`src/rtl/udp_tx_arb_pkg.sv`:
```
// Shared definitions for the UDP TX two-channel packet arbiter.
//   arb_state_t : FSM state encoding (3 bits)
//   CH0 / CH1   : channel index constants, also bit positions in a one-hot grant
//   GAP_CNT_W   : width of the inter-packet gap down-counter
//   ch_onehot   : channel index -> one-hot grant vector
package udp_tx_arb_pkg;

    typedef enum logic [2:0] {
        ST_IDLE     = 3'd0,
        ST_CFG      = 3'd1,
        ST_WAIT_RDY = 3'd2,
        ST_FWD      = 3'd3,
        ST_GAP      = 3'd4
    } arb_state_t;

    localparam int unsigned CH0       = 0;
    localparam int unsigned CH1       = 1;
    localparam int unsigned GAP_CNT_W = 8;

    function automatic logic [1:0] ch_onehot(input logic idx);
        return idx ? 2'b10 : 2'b01;
    endfunction

endpackage

```
`src/rtl/udp_tx_arbiter_if.sv`:
```
// AXI-Stream bundle used by the UDP TX arbiter (64-bit data, 32-bit user).
//   data/user/keep/last/valid : driven by the master
//   ready                     : driven by the slave
interface udp_tx_axis_if;
    logic [63:0] data;
    logic [31:0] user;
    logic [7:0]  keep;
    logic        last;
    logic        valid;
    logic        ready;

    modport master (output data, output user, output keep, output last, output valid,
                    input  ready);
    modport slave  (input  data, input  user, input  keep, input  last, input  valid,
                    output ready);
endinterface

```
`src/rtl/udp_tx_arbiter_rr.sv`:
```
// rr_arbiter_2: two-input round-robin picker, purely combinational.
//   req[1:0]   : request per channel
//   last_grant : index of the channel served most recently
//   en         : enables a decision; grant is 0 when low
//   grant[1:0] : one-hot winner, 0 when no request
// On a tie the channel that was not served last wins.
module rr_arbiter_2
    import udp_tx_arb_pkg::*;
(
    input  logic [1:0] req,
    input  logic       last_grant,
    input  logic       en,
    output logic [1:0] grant
);

    always_comb begin
        grant = 2'b00;
        if (en) begin
            case (req)
                2'b01:   grant = ch_onehot(1'b0);
                2'b10:   grant = ch_onehot(1'b1);
                2'b11:   grant = ch_onehot(~last_grant);
                default: grant = 2'b00;
            endcase
        end
    end

endmodule

```
`src/rtl/udp_tx_arbiter.sv`:
```
// udp_tx_arbiter: packet-granular arbiter sharing the UDP TX user input
// between two AXI-Stream sources. Before each packet the granted channel's
// UDP ports are loaded into the TX dynamic-port inputs, then the packet is
// passed through unchanged, then a fixed idle gap lets the TX buffer drain.
//   i_clk, i_rst             : clock, synchronous active-high reset
//   s_axis_ch0, s_axis_ch1   : source streams (user[15:0] = payload length)
//   m_axis_user              : stream to UDP TX
//   o_dymanic_src/dst_port   : port values, valid strobes pulse for one cycle
//   o_grant                  : one-hot active channel, 0 when none
//   o_busy                   : high whenever the FSM is not idle
//
// state    | meaning
// ---------+-----------------------------------------------------------
// IDLE     | sample both valids, pick a winner, latch grant and ports
// CFG      | port load strobes high for this single cycle
// WAIT_RDY | hold until TX is ready so the port load lands first
// FWD      | combinational pass-through of the granted channel
// GAP      | count down the inter-packet gap, grant still held
module udp_tx_arbiter
    import udp_tx_arb_pkg::*;
#(
    parameter logic [15:0] P_CH0_SRC_PORT = 16'h0808,
    parameter logic [15:0] P_CH0_DST_PORT = 16'h0808,
    parameter logic [15:0] P_CH1_SRC_PORT = 16'h0809,
    parameter logic [15:0] P_CH1_DST_PORT = 16'h0809,
    parameter int unsigned P_GAP_CYCLES   = 4
) (
    input  logic                 i_clk,
    input  logic                 i_rst,
    udp_tx_axis_if.slave         s_axis_ch0,
    udp_tx_axis_if.slave         s_axis_ch1,
    udp_tx_axis_if.master        m_axis_user,
    output logic [15:0]          o_dymanic_src_port,
    output logic                 o_dymanic_src_valid,
    output logic [15:0]          o_dymanic_dst_port,
    output logic                 o_dymanic_dst_valid,
    output logic [1:0]           o_grant,
    output logic                 o_busy
);

    // The counter holds the remaining GAP cycles after the current one.
    localparam logic [GAP_CNT_W-1:0] GAP_LOAD = GAP_CNT_W'(P_GAP_CYCLES - 1);

    arb_state_t           state;
    logic                 rr_last;
    logic [GAP_CNT_W-1:0] gap_cnt;
    logic [1:0]           pick;
    logic                 sel_valid;
    logic                 sel_last;

    rr_arbiter_2 u_rr (
        .req        ({s_axis_ch1.valid, s_axis_ch0.valid}),
        .last_grant (rr_last),
        .en         (state == ST_IDLE),
        .grant      (pick)
    );

    assign sel_valid = o_grant[CH1] ? s_axis_ch1.valid : s_axis_ch0.valid;
    assign sel_last  = o_grant[CH1] ? s_axis_ch1.last  : s_axis_ch0.last;

    always_ff @(posedge i_clk) begin
        if (i_rst) begin
            state               <= ST_IDLE;
            rr_last             <= 1'b1;
            gap_cnt             <= '0;
            o_grant             <= 2'b00;
            o_busy              <= 1'b0;
            o_dymanic_src_port  <= P_CH0_SRC_PORT;
            o_dymanic_dst_port  <= P_CH0_DST_PORT;
            o_dymanic_src_valid <= 1'b0;
            o_dymanic_dst_valid <= 1'b0;
        end else begin
            o_dymanic_src_valid <= 1'b0;
            o_dymanic_dst_valid <= 1'b0;
            case (state)
                ST_IDLE: begin
                    if (pick != 2'b00) begin
                        // Ports and strobes are registered here so they are
                        // visible exactly during the CFG cycle.
                        o_grant             <= pick;
                        rr_last             <= pick[CH1];
                        o_busy              <= 1'b1;
                        o_dymanic_src_port  <= pick[CH1] ? P_CH1_SRC_PORT : P_CH0_SRC_PORT;
                        o_dymanic_dst_port  <= pick[CH1] ? P_CH1_DST_PORT : P_CH0_DST_PORT;
                        o_dymanic_src_valid <= 1'b1;
                        o_dymanic_dst_valid <= 1'b1;
                        state               <= ST_CFG;
                    end
                end
                ST_CFG: begin
                    state <= ST_WAIT_RDY;
                end
                ST_WAIT_RDY: begin
                    if (m_axis_user.ready) begin
                        state <= ST_FWD;
                    end
                end
                ST_FWD: begin
                    if (sel_valid && m_axis_user.ready && sel_last) begin
                        gap_cnt <= GAP_LOAD;
                        state   <= ST_GAP;
                    end
                end
                ST_GAP: begin
                    if (gap_cnt == '0) begin
                        o_grant <= 2'b00;
                        o_busy  <= 1'b0;
                        state   <= ST_IDLE;
                    end else begin
                        gap_cnt <= gap_cnt - 1'b1;
                    end
                end
                default: begin
                    state <= ST_IDLE;
                end
            endcase
        end
    end

    // Zero-latency stream mux; everything is quiet outside FWD.
    always_comb begin
        m_axis_user.data  = '0;
        m_axis_user.user  = '0;
        m_axis_user.keep  = '0;
        m_axis_user.last  = 1'b0;
        m_axis_user.valid = 1'b0;
        s_axis_ch0.ready  = 1'b0;
        s_axis_ch1.ready  = 1'b0;
        if (state == ST_FWD) begin
            if (o_grant[CH1]) begin
                m_axis_user.data  = s_axis_ch1.data;
                m_axis_user.user  = s_axis_ch1.user;
                m_axis_user.keep  = s_axis_ch1.keep;
                m_axis_user.last  = s_axis_ch1.last;
                m_axis_user.valid = s_axis_ch1.valid;
                s_axis_ch1.ready  = m_axis_user.ready;
            end else begin
                m_axis_user.data  = s_axis_ch0.data;
                m_axis_user.user  = s_axis_ch0.user;
                m_axis_user.keep  = s_axis_ch0.keep;
                m_axis_user.last  = s_axis_ch0.last;
                m_axis_user.valid = s_axis_ch0.valid;
                s_axis_ch0.ready  = m_axis_user.ready;
            end
        end
    end

endmodule

```
`src/flat_wrapper.sv`:
```
// flat-port wrapper written by rule: the top's interface ports become plain ports
module udp_tx_arbiter_flat import udp_tx_arb_pkg::*;
#(
    parameter logic [15:0] P_CH0_SRC_PORT = 16'h0808,
    parameter logic [15:0] P_CH0_DST_PORT = 16'h0808,
    parameter logic [15:0] P_CH1_SRC_PORT = 16'h0809,
    parameter logic [15:0] P_CH1_DST_PORT = 16'h0809,
    parameter int unsigned P_GAP_CYCLES   = 4
)
  (i_clk, i_rst, o_dymanic_src_port, o_dymanic_src_valid, o_dymanic_dst_port, o_dymanic_dst_valid, o_grant, o_busy, s_axis_ch0_data, s_axis_ch0_user, s_axis_ch0_keep, s_axis_ch0_last, s_axis_ch0_valid, s_axis_ch0_ready, s_axis_ch1_data, s_axis_ch1_user, s_axis_ch1_keep, s_axis_ch1_last, s_axis_ch1_valid, s_axis_ch1_ready, m_axis_user_data, m_axis_user_user, m_axis_user_keep, m_axis_user_last, m_axis_user_valid, m_axis_user_ready);
  udp_tx_axis_if s_axis_ch0_i ();
  udp_tx_axis_if s_axis_ch1_i ();
  udp_tx_axis_if m_axis_user_i ();
  input  logic i_clk;
  input  logic i_rst;
  output logic [15:0] o_dymanic_src_port;
  output logic o_dymanic_src_valid;
  output logic [15:0] o_dymanic_dst_port;
  output logic o_dymanic_dst_valid;
  output logic [1:0] o_grant;
  output logic o_busy;
  input wire logic [$bits(s_axis_ch0_i.data)-1:0] s_axis_ch0_data;
  input wire logic [$bits(s_axis_ch0_i.user)-1:0] s_axis_ch0_user;
  input wire logic [$bits(s_axis_ch0_i.keep)-1:0] s_axis_ch0_keep;
  input wire logic [$bits(s_axis_ch0_i.last)-1:0] s_axis_ch0_last;
  input wire logic [$bits(s_axis_ch0_i.valid)-1:0] s_axis_ch0_valid;
  output wire logic [$bits(s_axis_ch0_i.ready)-1:0] s_axis_ch0_ready;
  input wire logic [$bits(s_axis_ch1_i.data)-1:0] s_axis_ch1_data;
  input wire logic [$bits(s_axis_ch1_i.user)-1:0] s_axis_ch1_user;
  input wire logic [$bits(s_axis_ch1_i.keep)-1:0] s_axis_ch1_keep;
  input wire logic [$bits(s_axis_ch1_i.last)-1:0] s_axis_ch1_last;
  input wire logic [$bits(s_axis_ch1_i.valid)-1:0] s_axis_ch1_valid;
  output wire logic [$bits(s_axis_ch1_i.ready)-1:0] s_axis_ch1_ready;
  output wire logic [$bits(m_axis_user_i.data)-1:0] m_axis_user_data;
  output wire logic [$bits(m_axis_user_i.user)-1:0] m_axis_user_user;
  output wire logic [$bits(m_axis_user_i.keep)-1:0] m_axis_user_keep;
  output wire logic [$bits(m_axis_user_i.last)-1:0] m_axis_user_last;
  output wire logic [$bits(m_axis_user_i.valid)-1:0] m_axis_user_valid;
  input wire logic [$bits(m_axis_user_i.ready)-1:0] m_axis_user_ready;
  assign s_axis_ch0_i.data = s_axis_ch0_data;
  assign s_axis_ch0_i.user = s_axis_ch0_user;
  assign s_axis_ch0_i.keep = s_axis_ch0_keep;
  assign s_axis_ch0_i.last = s_axis_ch0_last;
  assign s_axis_ch0_i.valid = s_axis_ch0_valid;
  assign s_axis_ch0_ready = s_axis_ch0_i.ready;
  assign s_axis_ch1_i.data = s_axis_ch1_data;
  assign s_axis_ch1_i.user = s_axis_ch1_user;
  assign s_axis_ch1_i.keep = s_axis_ch1_keep;
  assign s_axis_ch1_i.last = s_axis_ch1_last;
  assign s_axis_ch1_i.valid = s_axis_ch1_valid;
  assign s_axis_ch1_ready = s_axis_ch1_i.ready;
  assign m_axis_user_data = m_axis_user_i.data;
  assign m_axis_user_user = m_axis_user_i.user;
  assign m_axis_user_keep = m_axis_user_i.keep;
  assign m_axis_user_last = m_axis_user_i.last;
  assign m_axis_user_valid = m_axis_user_i.valid;
  assign m_axis_user_i.ready = m_axis_user_ready;
  udp_tx_arbiter #(.P_CH0_SRC_PORT(P_CH0_SRC_PORT), .P_CH0_DST_PORT(P_CH0_DST_PORT), .P_CH1_SRC_PORT(P_CH1_SRC_PORT), .P_CH1_DST_PORT(P_CH1_DST_PORT), .P_GAP_CYCLES(P_GAP_CYCLES)) u_core (.i_clk(i_clk), .i_rst(i_rst), .s_axis_ch0(s_axis_ch0_i), .s_axis_ch1(s_axis_ch1_i), .m_axis_user(m_axis_user_i), .o_dymanic_src_port(o_dymanic_src_port), .o_dymanic_src_valid(o_dymanic_src_valid), .o_dymanic_dst_port(o_dymanic_dst_port), .o_dymanic_dst_valid(o_dymanic_dst_valid), .o_grant(o_grant), .o_busy(o_busy));
endmodule
```
`config.mk`:
```
export PLATFORM = sky130hd
export DESIGN_NAME = udp_tx_arbiter_flat
export DESIGN_NICKNAME = d
export VERILOG_FILES = /design/src/rtl/udp_tx_arb_pkg.sv /design/src/rtl/udp_tx_arbiter_if.sv /design/src/rtl/udp_tx_arbiter_rr.sv /design/src/rtl/udp_tx_arbiter.sv /design/src/flat_wrapper.sv
export SDC_FILE = /design/constraint.sdc
export NUM_CORES = 1
export LEC_CHECK = 0
export ABC_AREA = 1
export CAP_MARGIN = 10
export CORE_AREA = 2 2 140 142
export DETAILED_ROUTE_END_ITERATION = 7
export DIE_AREA = 0 0 142 144
export GPL_ROUTABILITY_DRIVEN = 0
export GPL_TIMING_DRIVEN = 0
export PLACE_DENSITY = 0.63
export SYNTH_ARGS = -nofsm -noshare
export SYNTH_HDL_FRONTEND = slang
export SYNTH_SLANG_ARGS = --single-unit
```
`constraint.sdc`:
```
create_clock -name i_clk -period 1.8 [get_ports i_clk]
set_input_delay 0.27 -clock i_clk [delete_from_list [all_inputs] [get_ports i_clk]]
set_output_delay 0.27 -clock i_clk [all_outputs]
set_load 0.03 [all_outputs]
```
Word-level counts from Yosys, hierarchy flattened

Cells that the tools add are included.

Input port bits: 215
Bits in registers: 32
Output and inout port bits: 145

Reductions and logical operators: 12
Bitwise logic cells: 1
Muxes and demuxes: 33
Equal/unequal tests: 12
Add/subtract/negate cells: 1

Operators by type and width:

| operator            | count |
|---|---|
| $mux 64             | 2 |
| $mux 32             | 2 |
| $mux 8              | 4 |
| $pmux 8 s2          | 1 |
| $pmux 3 s5          | 1 |
| $mux 1              | 12 |
| $mux 3              | 4 |
| $logic_not 8->1     | 1 |
| $mux 2              | 4 |
| $sub 8x1->8 const B | 1 |
| $eq 3x2->1 const B  | 2 |
| $ne 2x1->1 const B  | 3 |
| $pmux 2 s3          | 1 |
| $reduce_and 3->1    | 2 |
| $reduce_bool 2->1   | 3 |
| $eq 2x2->1 const B  | 2 |
| $ne 2x2->1 const B  | 2 |
| $pmux 2 s2          | 1 |
| $reduce_and 4->1    | 1 |
| $eq 3x1->1 const B  | 1 |
| $eq 3x3->1 const B  | 1 |
| $logic_not 3->1     | 1 |
| $eq 2x1->1 const B  | 1 |
| $logic_and 1x1->1   | 2 |
| 4 further kinds     | 4 |

Longest topological paths before layout

Gate-level depths: netlist (run 1).

Word-level depth: 6
Depth in mapped cells: 10
Depth with buffers taken out: 10

Modules after synthesis

Synthesis (run 1) repeated with hierarchy kept, for this count alone.

Cells, all modules: 749
Area, all modules: 3372.0 sq um

By module, submodules not included:

| module         | area an instance (sq um) | times used | cells an instance | sequential area each (sq um) |
|---|---|---|---|---|
| udp_tx_arbiter | 3350.7                   | 1          | 744               | 340.3 |
| rr_arbiter_2   | 21.3                     | 1          | 5                 | 0.0 |

Worst setup path before layout (run 1)

OpenSTA, ideal clock, no wires.

Path type: register -> output
Start: register u_core.o_grant[1]
End: output s_axis_ch1_ready
Buffers on the path: 2
Path slack: -180 ps
Required time: 1530 ps
Data arrival time: 1710 ps
Cell stages (with the launch flop): 5
Path through: dfxtp_1 buf_2 inv_2 clkbuf_1 nor3_1

Cells in the longest elaborated chain, start to end: 2

Ends and longest elaborated chain:

| item                   | line                  | source |
|---|---|---|
| start, declared        | udp_tx_arbiter.sv:37  | `output logic [1:0] o_grant,` |
| start signal, assigned | udp_tx_arbiter.sv:80  | `o_grant <= pick;` |
| $mux 1                 | udp_tx_arbiter.sv:130 | `if (o_grant[CH1]) begin` |
| $mux 1                 | udp_tx_arbiter.sv:129 | `if (state == ST_FWD) begin` |
| end, declared          | flat_wrapper.sv:33    | `output wire logic [$bits(s_axis_ch1_i.ready)-1:0] s_axis_ch1_ready;` |

No other way between the ends.

Final worst setup path (run 1)

Start: register u_core.o_grant[1]
End: output m_axis_user_user[9]

Cells in the longest elaborated chain, start to end: 2

Ends and longest elaborated chain:

| item          | line                  | source |
|---|---|---|
| $mux 32       | udp_tx_arbiter.sv:130 |  |
| $mux 32       | udp_tx_arbiter.sv:129 |  |
| end, declared | flat_wrapper.sv:35    | `output wire logic [$bits(m_axis_user_i.user)-1:0] m_axis_user_user;` |

No other way between the ends.

==> results list, run 1 <==
- For this design the ratio of total power to cell area is 688 mW/mm².
* Required time at the endpoint of the critical path: 1.53 ns
- Total setup violations reported at the end of the flow: 0
- Period Utilization, post-route: 0.980
- H-Tree Level Count: 1
- Static leakage: 4.50 nW
- Input and output buffers added on the ports amount to 328.
* Final-report hold violation count: 0
- Number of top-level design ports: 360
- Total core area: 0.0191 mm²
* RSZ-0062 raised after global routing: true
- The first global-routing pass estimated 24800 µm of wire.
* Die outline area: 0.0204 mm²
* Timing-limited maximum frequency: 567 MHz
- Unique cell type count in the Yosys netlist: 32
- The count of pins over their slew limit was 0.
- At the placement stage, the worst setup path has a slack of -0.858 ns.
- TritonCTS built the clock tree.
- Across the run, the number of max-cap violations was 0.
* Number of detailed-route iterations in the first pass: 4
- Relative to the synthesized area, the layout overhead comes to 115%.
- Arrival time of the worst setup path: 1.49 ns
- Run status: completed
* Register bit count reported by yosys: 17
* WHS: 0.355 ns
- For this run, the post-layout net count is 1316.
* Total number of yosys warnings: 0
* Total number of vias: 5168
* Startpoint kind of the worst setup timing path: flip-flop
- Die X: 142 µm
- The via count of the first global-routing pass was 4694.
* Capturing element type of the critical path: primary output
- The longest clock path from root to sink contains 2 buffers.
* Residual antenna-violating net count after detailed routing: 0
- Initial core utilization: 0.177
- The floorplan step set the die height to 144 µm.
- Hpwl dp: 14400 µm
- Peak fanout along the critical path: 10
- CTS placed an instance of clkbuf_16 at the clock tree root.
- Global routing finished with a remaining overflow of 0.
- The tree built by TritonCTS fans out to 17 sinks.
- Counting I/O delays and the setup requirement, the final critical path takes 1.76 ns.
* Syn_area_per_cell: 4.60 µm²
- Dividing the detail-routed wire length by the instance count gives 12.7 µm.
* Largest net degree at the start of global routing: 11
- After clock tree synthesis, the clock-pin slew on the worst setup and hold paths is 0.05 ns.
- Using the TritonRoute via totals, the vias-per-cell ratio works out to 3.87.
- Leaving out fill and tap cells, the most frequent cell in the layout is nand2_1.
* HP Class: in2reg
* Worst setup margin: 0.0362 ns
- In the layout the commonest cells are nand2_1 (452), clkdlybuf4s50_1 (220), inv_1 (114).
* Peak supply drop: 426 µV
- Ratio of cells with drive above 1 in the final layout: 0.193
- Antenna violations before repair: 1
* Drt initial violations: 156
* Post-route DRC violation count: 0
- TritonCTS created 3 clock buffers.
- In the global route stage, overall resource usage came out at 0.151.
* Post-route clock skew: 0.00198 ns
- The routed design has 17000 µm of wire.
- Netlist area before placement: 0.00337 mm²
- Clock latency of the later-clocked register in the worst-skew pair: 0.25 ns
* Part of the Yosys area used for sequential elements: 0.101
- For this design, the CTS-stage hold fixing added 0 buffers.
- Row generation in the floorplan step produced 51 rows.
- CP Class: reg2out
- Number of standard cells after synthesis: 734
- Summing internal, switching and leakage power gives 4.99 mW.
[metrics by stage]
stage                     cells  setup TNS (ns)  instance area [µm²]  utilization
after floorplan             762               0                 3490            -
after global placement     1328          -71.97                 7070        0.370
after detailed placement   1328          -74.53                 7070        0.370
after CTS                  1334          -0.117                 7030        0.368
after global routing       1337           -1.02                 7260        0.380
final                      1337               0                 7260        0.380
[cell usage after synthesis]
library cell / number / share of area
buf_4: 38 / 0.085
nor2_4: 1 / 0.0033
clkinv_2: 1 / 0.0015
o21ai_1: 1 / 0.0015
o21ai_0: 1 / 0.0015
and3_1: 1 / 0.0019
ha_1: 2 / 0.0074
nand3_2: 1 / 0.0030
clkbuf_1: 12 / 0.013
buf_2: 14 / 0.021
xnor2_1: 1 / 0.0026
o21ai_2: 2 / 0.0052
nor2_1: 24 / 0.027
dfxtp_1: 17 / 0.10
xor2_1: 2 / 0.0052
nand3_4: 1 / 0.0052
o21ai_4: 1 / 0.0048
nor3_1: 3 / 0.0044
nand4_1: 2 / 0.0037
o211ai_1: 1 / 0.0022
nand2_1: 456 / 0.51
inv_1: 116 / 0.13
a21oi_1: 10 / 0.015
nor2_2: 4 / 0.0074
buf_1: 4 / 0.0044
o21bai_4: 1 / 0.0056
nand3_1: 6 / 0.0089
nand2_4: 3 / 0.010
conb_1: 2 / 0.0022
o21bai_1: 2 / 0.0044
a21oi_2: 1 / 0.0026
inv_2: 3 / 0.0033
[worst paths after layout]
kind                            slack, ns                             end  depth (start not counted)                      startpoint
worst min register to register       0.46      u_core.o_busy$_SDFFE_PP0P_                          2      u_core.o_busy$_SDFFE_PP0P_
worst max-delay path                 0.04             m_axis_user_user[9]                          9  u_core.o_grant[1]$_SDFFE_PP0P_
worst max register to register       0.33  u_core.gap_cnt[6]$_SDFFE_PP0P_                          9  u_core.o_grant[1]$_SDFFE_PP0P_
worst min-delay path                 0.35  u_core.gap_cnt[7]$_SDFFE_PP0P_                          2                           i_rst
[metal layers]
| metal | GRT usage | share of wire | vias up | routed length, µm |
|---|---|---|---|---|
| met5 | 0 | 0 | - | 0 |
| met4 | 0.0179 | 0.010 | 0 | 174 |
| met3 | 0.0301 | 0.080 | 12 | 1370 |
| met2 | 0.272 | 0.50 | 216 | 8480 |
| met1 | 0.192 | 0.41 | 2181 | 6990 |
| li1 | - | - | 2759 | - |
[power breakdown]
part	total, mW	internal, mW	switching [mW]
Clock	0.450	0.298	0.152
Sequential	0.534	0.459	0.0745
Combinational	4.01	1.70	2.30
[sequential cells by signal (all words and copies together) (netlist names)]
signal / count
u_core.gap_cnt: 8
u_core.state: 3
u_core.o_grant: 2
u_core.o_busy: 1
u_core.o_dymanic_src_port: 1
u_core.o_dymanic_src_valid: 1
u_core.rr_last: 1
[cells by family (layout without fill, tap and decap cells)]
group,after synthesis,after routing,synth area share
DFF,17,17,0.101
buffers and inverters,188,524,0.257
xor gates and xnor gates,3,3,0.00779
and+or+nand+nor,502,502,0.582
adders and majority gates,2,2,0.00742
other,2,31,0.00223
AOI/OAI and AO/OA,20,20,0.0427
[cell type report]
| class | instances | area [µm²] |
|---|---|---|
| diodes | 1 | 2.50 |
| flip-flops and latches | 17 | 350 |
| clock buffers | 3 | 75.1 |
| fillers | 2088 | 11800 |
| plain buffers | 68 | 636 |
| well taps | 238 | 298 |
| clock inverters | 1 | 5.00 |
| inverters | 120 | 479 |
| multi-input cells | 557 | 2290 |
| repair buffers | 332 | 3130 |
[worst max-delay path, stage by stage (launching register included)]
cell,delay (ns)
dfxtp_2,0.33
buf_12,0.15
inv_16,0.09
buf_12,0.14
buf_8,0.13
nand2_1,0.06
nand2_1,0.07
nand2_2,0.07
inv_1,0.07
buf_6,0.12
[timing repair]
item / 4_1_cts / 5_1_grt
cloned: 0 / 1
buffers inserted: 2 / 1
gates resized for setup: 634 / 94
endpoints found under the hold margin: 0 / 0
pin swaps: 0 / 0
setup endpoints to repair: 108 / 79
No activity file was read; power rests on OpenSTA's default activity.
==> inputs of run 2 (changes only) <==
- SLEW_MARGIN: default -> 10
==> results of run 2 <==
Same layout as run 1: the final DEF is identical, and so are final timing and power.
==> inputs of run 3 (changes only) <==
- SLEW_MARGIN: 10 -> 30
==> results of run 3 <==
Same layout as run 1: the final DEF is identical, and so are final timing and power.
